==> config.mk <==
export PLATFORM = sky130hd
export DESIGN_NAME = tx_frame_arbiter
export DESIGN_NICKNAME = d
export VERILOG_FILES = /design/src/rtl/tx_frame_arbiter.sv
export SDC_FILE = /design/constraint.sdc
export NUM_CORES = 1
export LEC_CHECK = 0
export CAP_MARGIN = 20
export CELL_PAD_IN_SITES_DETAIL_PLACEMENT = 0
export CELL_PAD_IN_SITES_GLOBAL_PLACEMENT = 2
export CORE_AREA = 5 5 71 121
export CTS_CLUSTER_SIZE = 10
export DETAILED_ROUTE_END_ITERATION = 10
export DIE_AREA = 0 0 76 126
export PLACE_DENSITY_LB_ADDON = 0.1
export SLEW_MARGIN = 5
export SYNTH_ARGS = -nofsm -noshare
export SYNTH_HDL_FRONTEND = slang
export SYNTH_SLANG_ARGS = --single-unit
==> constraint.sdc <==
create_clock -name clk -period 4.6 [get_ports clk]
set_clock_uncertainty 0.05 [all_clocks]
set_input_delay 0.92 -clock clk [delete_from_list [all_inputs] [get_ports clk]]
set_output_delay 0.92 -clock clk [all_outputs]
set_load 0.005 [all_outputs]
==> src/rtl/tx_frame_arbiter.sv <==
// Round-robin arbiter that drains one frame at a time from NUM_Q non-FWFT transmit FIFOs
// into a single MAC byte stream, inserting a fixed inter-frame gap between frames.
module tx_frame_arbiter #(
    parameter int unsigned NUM_Q      = 4,
    parameter int unsigned WIDTH      = 8,
    parameter int unsigned IFG_CYCLES = 12
) (
    input  logic                     clk,
    input  logic                     rst,
    input  logic                     arb_en,
    input  logic [NUM_Q-1:0]         q_empty,
    output logic [NUM_Q-1:0]         q_rd_en,
    input  logic [NUM_Q*WIDTH-1:0]   q_data,
    input  logic [NUM_Q-1:0]         q_last,
    output logic [WIDTH-1:0]         tx_data,
    output logic                     tx_valid,
    output logic                     tx_last,
    input  logic                     tx_ready,
    output logic [$clog2(NUM_Q)-1:0] grant_id,
    output logic                     busy
);

    localparam int unsigned GW      = $clog2(NUM_Q);
    localparam logic [7:0]  IfgLoad = 8'(IFG_CYCLES - 1);

    typedef enum logic [1:0] {StIdle, StXfer, StFlush, StIfg} state_e;

    state_e                 state_q, state_d;
    logic [GW-1:0]          ptr_q, ptr_d;
    logic [GW-1:0]          grant_q, grant_d;
    logic [1:0][WIDTH-1:0]  buf_data_q, buf_data_d;
    logic [1:0]             buf_last_q, buf_last_d;
    logic                   head_q, head_d;
    logic                   tail_q, tail_d;
    logic [1:0]             count_q, count_d;
    logic                   inflight_q, inflight_d;
    logic [7:0]             ifg_q, ifg_d;

    logic                   sel_empty;
    logic                   sel_last;
    logic [WIDTH-1:0]       sel_data;
    logic                   found;
    logic [GW-1:0]          pick;
    logic [GW-1:0]          cand;
    logic                   push;
    logic                   pop;
    logic [2:0]             level;
    logic                   space_ok;
    logic                   rd_go;

    // Granted queue's FIFO signals
    always_comb begin
        sel_empty = 1'b1;
        sel_last  = 1'b0;
        sel_data  = '0;
        for (int unsigned i = 0; i < NUM_Q; i++) begin
            if (grant_q == GW'(i)) begin
                sel_empty = q_empty[i];
                sel_last  = q_last[i];
                sel_data  = q_data[i*WIDTH +: WIDTH];
            end
        end
    end

    // First non-empty queue searching ptr+1, ptr+2, ... wrapping back to ptr itself
    always_comb begin
        found = 1'b0;
        pick  = ptr_q;
        cand  = ptr_q;
        for (int unsigned k = 1; k <= NUM_Q; k++) begin
            cand = GW'((32'(ptr_q) + k) % NUM_Q);
            if (!found && !q_empty[cand]) begin
                found = 1'b1;
                pick  = cand;
            end
        end
    end

    always_comb begin
        tx_valid = (count_q != 2'd0);
        tx_data  = tx_valid ? buf_data_q[head_q] : '0;
        tx_last  = tx_valid & buf_last_q[head_q];
        pop      = tx_valid & tx_ready;
        push     = inflight_q;
        level    = {1'b0, count_q} + {2'b00, inflight_q};
        // Reserve a slot for every read still in flight so the buffer can never overflow
        space_ok = level < (3'd2 + {2'b00, pop});
        rd_go    = (state_q == StXfer) & ~sel_empty & ~(inflight_q & sel_last) & space_ok;
        grant_id = grant_q;
        busy     = (state_q != StIdle);
    end

    always_comb begin
        q_rd_en = '0;
        for (int unsigned i = 0; i < NUM_Q; i++) begin
            q_rd_en[i] = rd_go && (grant_q == GW'(i));
        end
    end

    // Two-entry in-order output buffer fed by the FIFO's registered dout
    always_comb begin
        buf_data_d = buf_data_q;
        buf_last_d = buf_last_q;
        head_d     = head_q;
        tail_d     = tail_q;
        count_d    = count_q;
        if (push) begin
            buf_data_d[tail_q] = sel_data;
            buf_last_d[tail_q] = sel_last;
            tail_d             = ~tail_q;
        end
        if (pop) begin
            head_d = ~head_q;
        end
        case ({push, pop})
            2'b10:   count_d = count_q + 2'd1;
            2'b01:   count_d = count_q - 2'd1;
            default: count_d = count_q;
        endcase
    end

    always_comb begin
        state_d    = state_q;
        ptr_d      = ptr_q;
        grant_d    = grant_q;
        ifg_d      = ifg_q;
        inflight_d = rd_go;
        case (state_q)
            StIdle: begin
                if (arb_en && found) begin
                    grant_d = pick;
                    ptr_d   = pick;
                    state_d = StXfer;
                end
            end
            StXfer: begin
                if (push && sel_last) begin
                    state_d = StFlush;
                end
            end
            StFlush: begin
                if (pop && tx_last) begin
                    state_d = StIfg;
                    ifg_d   = IfgLoad;
                end
            end
            StIfg: begin
                if (ifg_q == 8'd0) begin
                    state_d = StIdle;
                end else begin
                    ifg_d = ifg_q - 8'd1;
                end
            end
            default: state_d = StIdle;
        endcase
    end

    always_ff @(posedge clk) begin
        if (rst) begin
            state_q    <= StIdle;
            ptr_q      <= GW'(NUM_Q - 1);
            grant_q    <= '0;
            buf_data_q <= '0;
            buf_last_q <= '0;
            head_q     <= 1'b0;
            tail_q     <= 1'b0;
            count_q    <= 2'd0;
            inflight_q <= 1'b0;
            ifg_q      <= 8'd0;
        end else begin
            state_q    <= state_d;
            ptr_q      <= ptr_d;
            grant_q    <= grant_d;
            buf_data_q <= buf_data_d;
            buf_last_q <= buf_last_d;
            head_q     <= head_d;
            tail_q     <= tail_d;
            count_q    <= count_d;
            inflight_q <= inflight_d;
            ifg_q      <= ifg_d;
        end
    end

    a_rd_onehot: assert property (@(posedge clk) disable iff (rst) $onehot0(q_rd_en));
    a_rd_nonempty: assert property (@(posedge clk) disable iff (rst)
        (q_rd_en != '0) |-> !sel_empty);
    a_no_overflow: assert property (@(posedge clk) disable iff (rst)
        !(count_q == 2'd2 && inflight_q));
    a_hold: assert property (@(posedge clk) disable iff (rst)
        (tx_valid && !tx_ready) |=> (tx_valid && $stable(tx_data) && $stable(tx_last)));

endmodule

* Word level (Yosys, flattened, before mapping)
Index checks and enable logic that the tools add are counted.
** Word-level totals
- Register bits :: 37
- Logic and storage cells :: 125
** Cells by class
- $add $sub $neg :: 9
- $lt $le $gt $ge :: 8
- Equality and inequality tests :: 13
- Multiplexer cells :: 48
- Bitwise gates (word level) :: 10
- Reductions and logical operators :: 26
** Operators by type and width (count)
- two-way mux 8 bit :: 10
- two-way mux 1 bit :: 19
- bitwise mux 16 bit :: 1
- two-way mux 2 bit :: 8
- case mux 8 bit (2 select lines) :: 1
- < comparator 2 x 3 -> 1 bit, second input constant :: 4
- logical AND 1 bit :: 11
- equality test 2 bit, second input constant :: 5
- binary-select mux 1 bit (select 2 bit) :: 4
- demux 8 bit (select 1 bit) :: 1
- logical NOT 8 bit :: 1
- != test 2 bit, second input constant :: 4
- case mux 2 bit (4 select lines) :: 1
- nonzero test 2 bit :: 4
- subtractor 8 x 1 -> 8 bit, second input constant :: 1
- adder 2 x 1 -> 2 bit, second input constant :: 3
- AND 1 bit :: 6
- equality test 2 x 1 -> 1 bit, second input constant :: 3
- logical NOT 1 bit :: 5
- adder 2 bit, second input constant :: 2
- logical NOT 2 bit :: 2
- < comparator 1 x 2 -> 1 bit, second input constant :: 2
- inverter 1 bit :: 4
- case mux 2 bit (2 select lines) :: 1
- 11 further kinds :: 11

* Longest topological paths before layout
Gate-level depths: netlist (run 1).
- Depth in word-level cells :: 15
- Mapped depth :: 7
- Mapped depth without buffers :: 7

* Worst setup path after synthesis (run 1)
OpenSTA, ideal clock, no wires.
- Path type :: input -> output
- Start point :: input q_empty[3]
- End point :: output q_rd_en[3]
- Arrival time :: 2.102 ns
- Data required time :: 3.630 ns
- Path slack :: 1.528 ns
- Cell stages on the path :: 4
- Buffers on the path :: 0
- Path through :: mux4_2 or4b_4 inv_1 and3_1
** On the way
- Cells in the longest elaborated chain, start to end :: 6
** Ends and longest elaborated chain
- start, declared :: RTL line 11 : input logic [NUM_Q-1:0] q_empty,
- two-way mux 1 bit :: RTL line 57 : if (grant_q == GW'(i)) begin
- inverter 1 bit :: RTL line 88 : rd_go = (state_q == StXfer) & ~sel_empty & ~(inflight_q & sel_last) & space_ok;
- AND 1 bit (3 in series) :: RTL line 88
- logical AND 1 bit :: RTL line 96 : q_rd_en[i] = rd_go && (grant_q == GW'(i));
- end, declared :: RTL line 12 : output logic [NUM_Q-1:0] q_rd_en,
Every way passes these cells.

* Worst setup path after layout (run 1)
- Start point :: input q_empty[1]
- End point :: output q_rd_en[3]
** On the way
- Cells in the longest elaborated chain, start to end :: 8
** Ends and longest elaborated chain (RTL line)
- two-way mux 1 bit (3 in series) :: 57
- inverter 1 bit :: 88
- AND 1 bit (3 in series) :: 88
- logical AND 1 bit :: 96
Every way passes these cells.

==> results.json, run 1 <==
{
  "outcome": "finished, final reports clean",
  "ant_nets": 0,
  "setup_ws_ps": 407,
  "firstDrtPassIters": 4,
  "cts.clk_slew.worst_paths_ps": 60,
  "grt_max_degree": 31,
  "hpwl_mm": 5.10,
  "synth_seq_cells": 37,
  "drive_gt1_share_pct": 11.3,
  "peakVddDrop_uv": 272,
  "cp-end-kind": "output port",
  "finalMaxSlewViolations": 0,
  "synth_mux_area_share_pct": 15.5,
  "synth_xor_area_share_pct": 2.82,
  "yosys.area.top_type": "dfxtp_1",
  "yosysMostFrequentCell": "dfxtp_1",
  "synth_compound_area_share_pct": 13.4,
  "rows": 42,
  "async_flop_share_pct": 0,
  "clk_latency_ps": 280,
  "final_core_util_pct": 40.7,
  "grt_overflow": 0,
  "route.detailed.drc": 0,
  "max-slew-margin-rel_pct": 45.5,
  "coreArea_um2": 7510,
  "synth_cells": 250,
  "io_pins": 61,
  "cts_buffer_depth": 2,
  "worst_pin_slew_ps": 815,
  "yosys.area_share.adder_pct": 5.18,
  "vias": 1994,
  "maxCapViolations": 0,
  "hold_ws_ps": 400,
  "ys_warn_count": 0,
  "synth_fp_nets": 303,
  "synthTopCellsByArea": "dfxtp_1, mux4_2, a21oi_1",
  "finalCriticalPeriod_ps": 4190,
  "crit_type": "input port to output port",
  "grt_pass1_wl_mm": 10.7,
  "postCtsSetupRepairBufs": 0,
  "hold_viol": 0,
  "hold_buffers": 0,
  "cts.sinks": 37,
  "port_buffers": 60,
  "yosys-top-cells-count": "dfxtp_1, nand2_1, a21oi_1",
  "final.period_utilization_pct": 91.2,
  "routed_via_density": 5.00,
  "htree_levels": 2,
  "ys_seq_area_share_pct": 34.0,
  "synth_top_family_by_area": "simple AND/OR/NAND/NOR gates",
  "wl_mm": 6.39,
  "track_usage_pct": 13.9,
  "synth_edf_count": 0,
  "synth_top_area_share_pct": 34.0,
  "cts-root-buf": "clkbuf_16",
  "path_max_fanout": 7,
  "regArea_um2": 741,
  "timing.fmax_ghz": 0.238,
  "rsz0062_at_grt": "no",
  "synthToLayoutAreaGrowth_pct": 40.5,
  "numCtsBuffers": 5,
  "crit_arrival_ps": 3220,
  "setup_viol": 0,
  "dieArea_um2": 9580,
  "worstPathRequired_ps": 3630,
  "p_per_area_nw_per_um2": 497,
  "cts_tree": "done",
  "p_leak_nw": 1.07,
  "dominantRegCellSynth": "dfxtp_1",
  "antenna_found_initial": 0,
  "place.gp.congestion": 0.768,
  "ctsResizeCount": 0,
  "min_path_type": "flop to flop",
  "diodes": 0,
  "synth_area_um2": 2180,
  "pre_cts_slack_ps": 393,
  "grt_pass1_vias": 2097,
  "start_util_pct": 29.0,
  "synth-simple-area-share_pct": 24.6,
  "die-height_um": 126,
  "wire_per_inst_um": 16.0,
  "tns_ps": 0,
  "initialDrtViolationCount": 74,
  "multi_input_area_um2": 1340,
  "critPathLaunchType": "input port",
  "syn_area_per_cell_um2": 8.70,
  "fillerInstances": 799,
  "num-nets-final": 363,
  "synth_cell_type_count": 45,
  "die_x_um": 76
}
==> routing by layer <==
metal  part of all wire [%]  track usage [%]
met1                     37             13.6
met3                    3.9             3.00
met4                    1.5             4.72
met2                     58             27.6
met5                      0                0
==> worst max-delay path, stage by stage <==
cell	delay, ps
clkdlybuf4s50_1	520
mux4_2	520
or4b_4	550
inv_1	70
and3_1	150
clkdlybuf4s50_1	500
==> flip-flops by register name, summed over array words and instances (netlist names) <==
register and count:
grant_id 2, state_q 2, buf_last_q 2, ptr_q 2, buf_data_q 16, ifg_q 8, tail_q 1, count_q 2
head_q 1, inflight_q 1
==> cell type report <==
class,count,area share (%)
Clock buffer,5,4.09
Clock inverter,3,2.13
Inverter,11,1.35
Multi-Input combinational cell,190,43.7
Sequential cell,37,24.2
Tap cell,88,3.60
Timing Repair Buffer,65,20.9
==> cell usage in the layout (no fill, tap or decap), drive strengths merged, types with 3 or more instances in the layout <==
master,netlist,routed
clkdlybuf4s50,0,60
dfxtp,37,37
nand2,36,36
a21oi,27,27
nor2,26,26
nand3,14,14
mux2i,13,13
inv,11,11
mux4,9,9
ha,9,9
o21ai,9,9
xor2,6,6
nor3,5,5
clkbuf,7,5
buf,5,5
a211oi,4,4
nand2b,3,3
and3,3,3
nand4,3,3
or3,3,3
==> kinds of logic after synthesis <==
logic type,count (synthesis)
AOI/OAI and AO/OA,47
xor gates and xnor gates,7
adders and majority gates,9
buffers and inverters,23
DFF,37
muxes,22
and+or+nand+nor,105
==> worst paths after layout <==
path / from / cells after the start / end / slack (ps)
worst min-delay path: buf_data_q[0]$_SDFFE_PP0P_ / 2 / buf_data_q[0]$_SDFFE_PP0P_ / 400
worst max register to register: head_q$_SDFFE_PP0P_ / 5 / ifg_q[4]$_SDFFE_PP0P_ / 2410
worst min register to register: buf_data_q[0]$_SDFFE_PP0P_ / 2 / buf_data_q[0]$_SDFFE_PP0P_ / 400
worst max-delay path: q_empty[1] / 6 / q_rd_en[3] / 410
==> through the flow <==
step | instances | area [um^2] | power, W
3_5_place_dp | 391 | 2870 | 0.00109
3_3_place_gp | 391 | 2870 | 0.00110
2_1_floorplan | 250 | 2180 | 0.000893
4_1_cts | 399 | 3060 | 0.00155
5_1_grt | 399 | 3060 | 0.00163
6_report | 399 | 3060 | 0.00152
==> report_power, final <==
group          switching [W]  leakage, nW  total (W)  internal (W)
clock               0.000134       0.0938   0.000444      0.000310
combinational       0.000286        0.681   0.000593      0.000307
sequential         0.0000940        0.300   0.000483      0.000389
total               0.000514         1.07    0.00152       0.00101
(Power assumes the default switching activity.)
==> inputs of run 2 (changes only) <==
Settings changed: CTS_BUF_LIST from default to sky130_fd_sc_hd__clkbuf_16.
==> results of run 2 <==
Same layout as run 1: the final DEF is identical, and so are final timing and power.
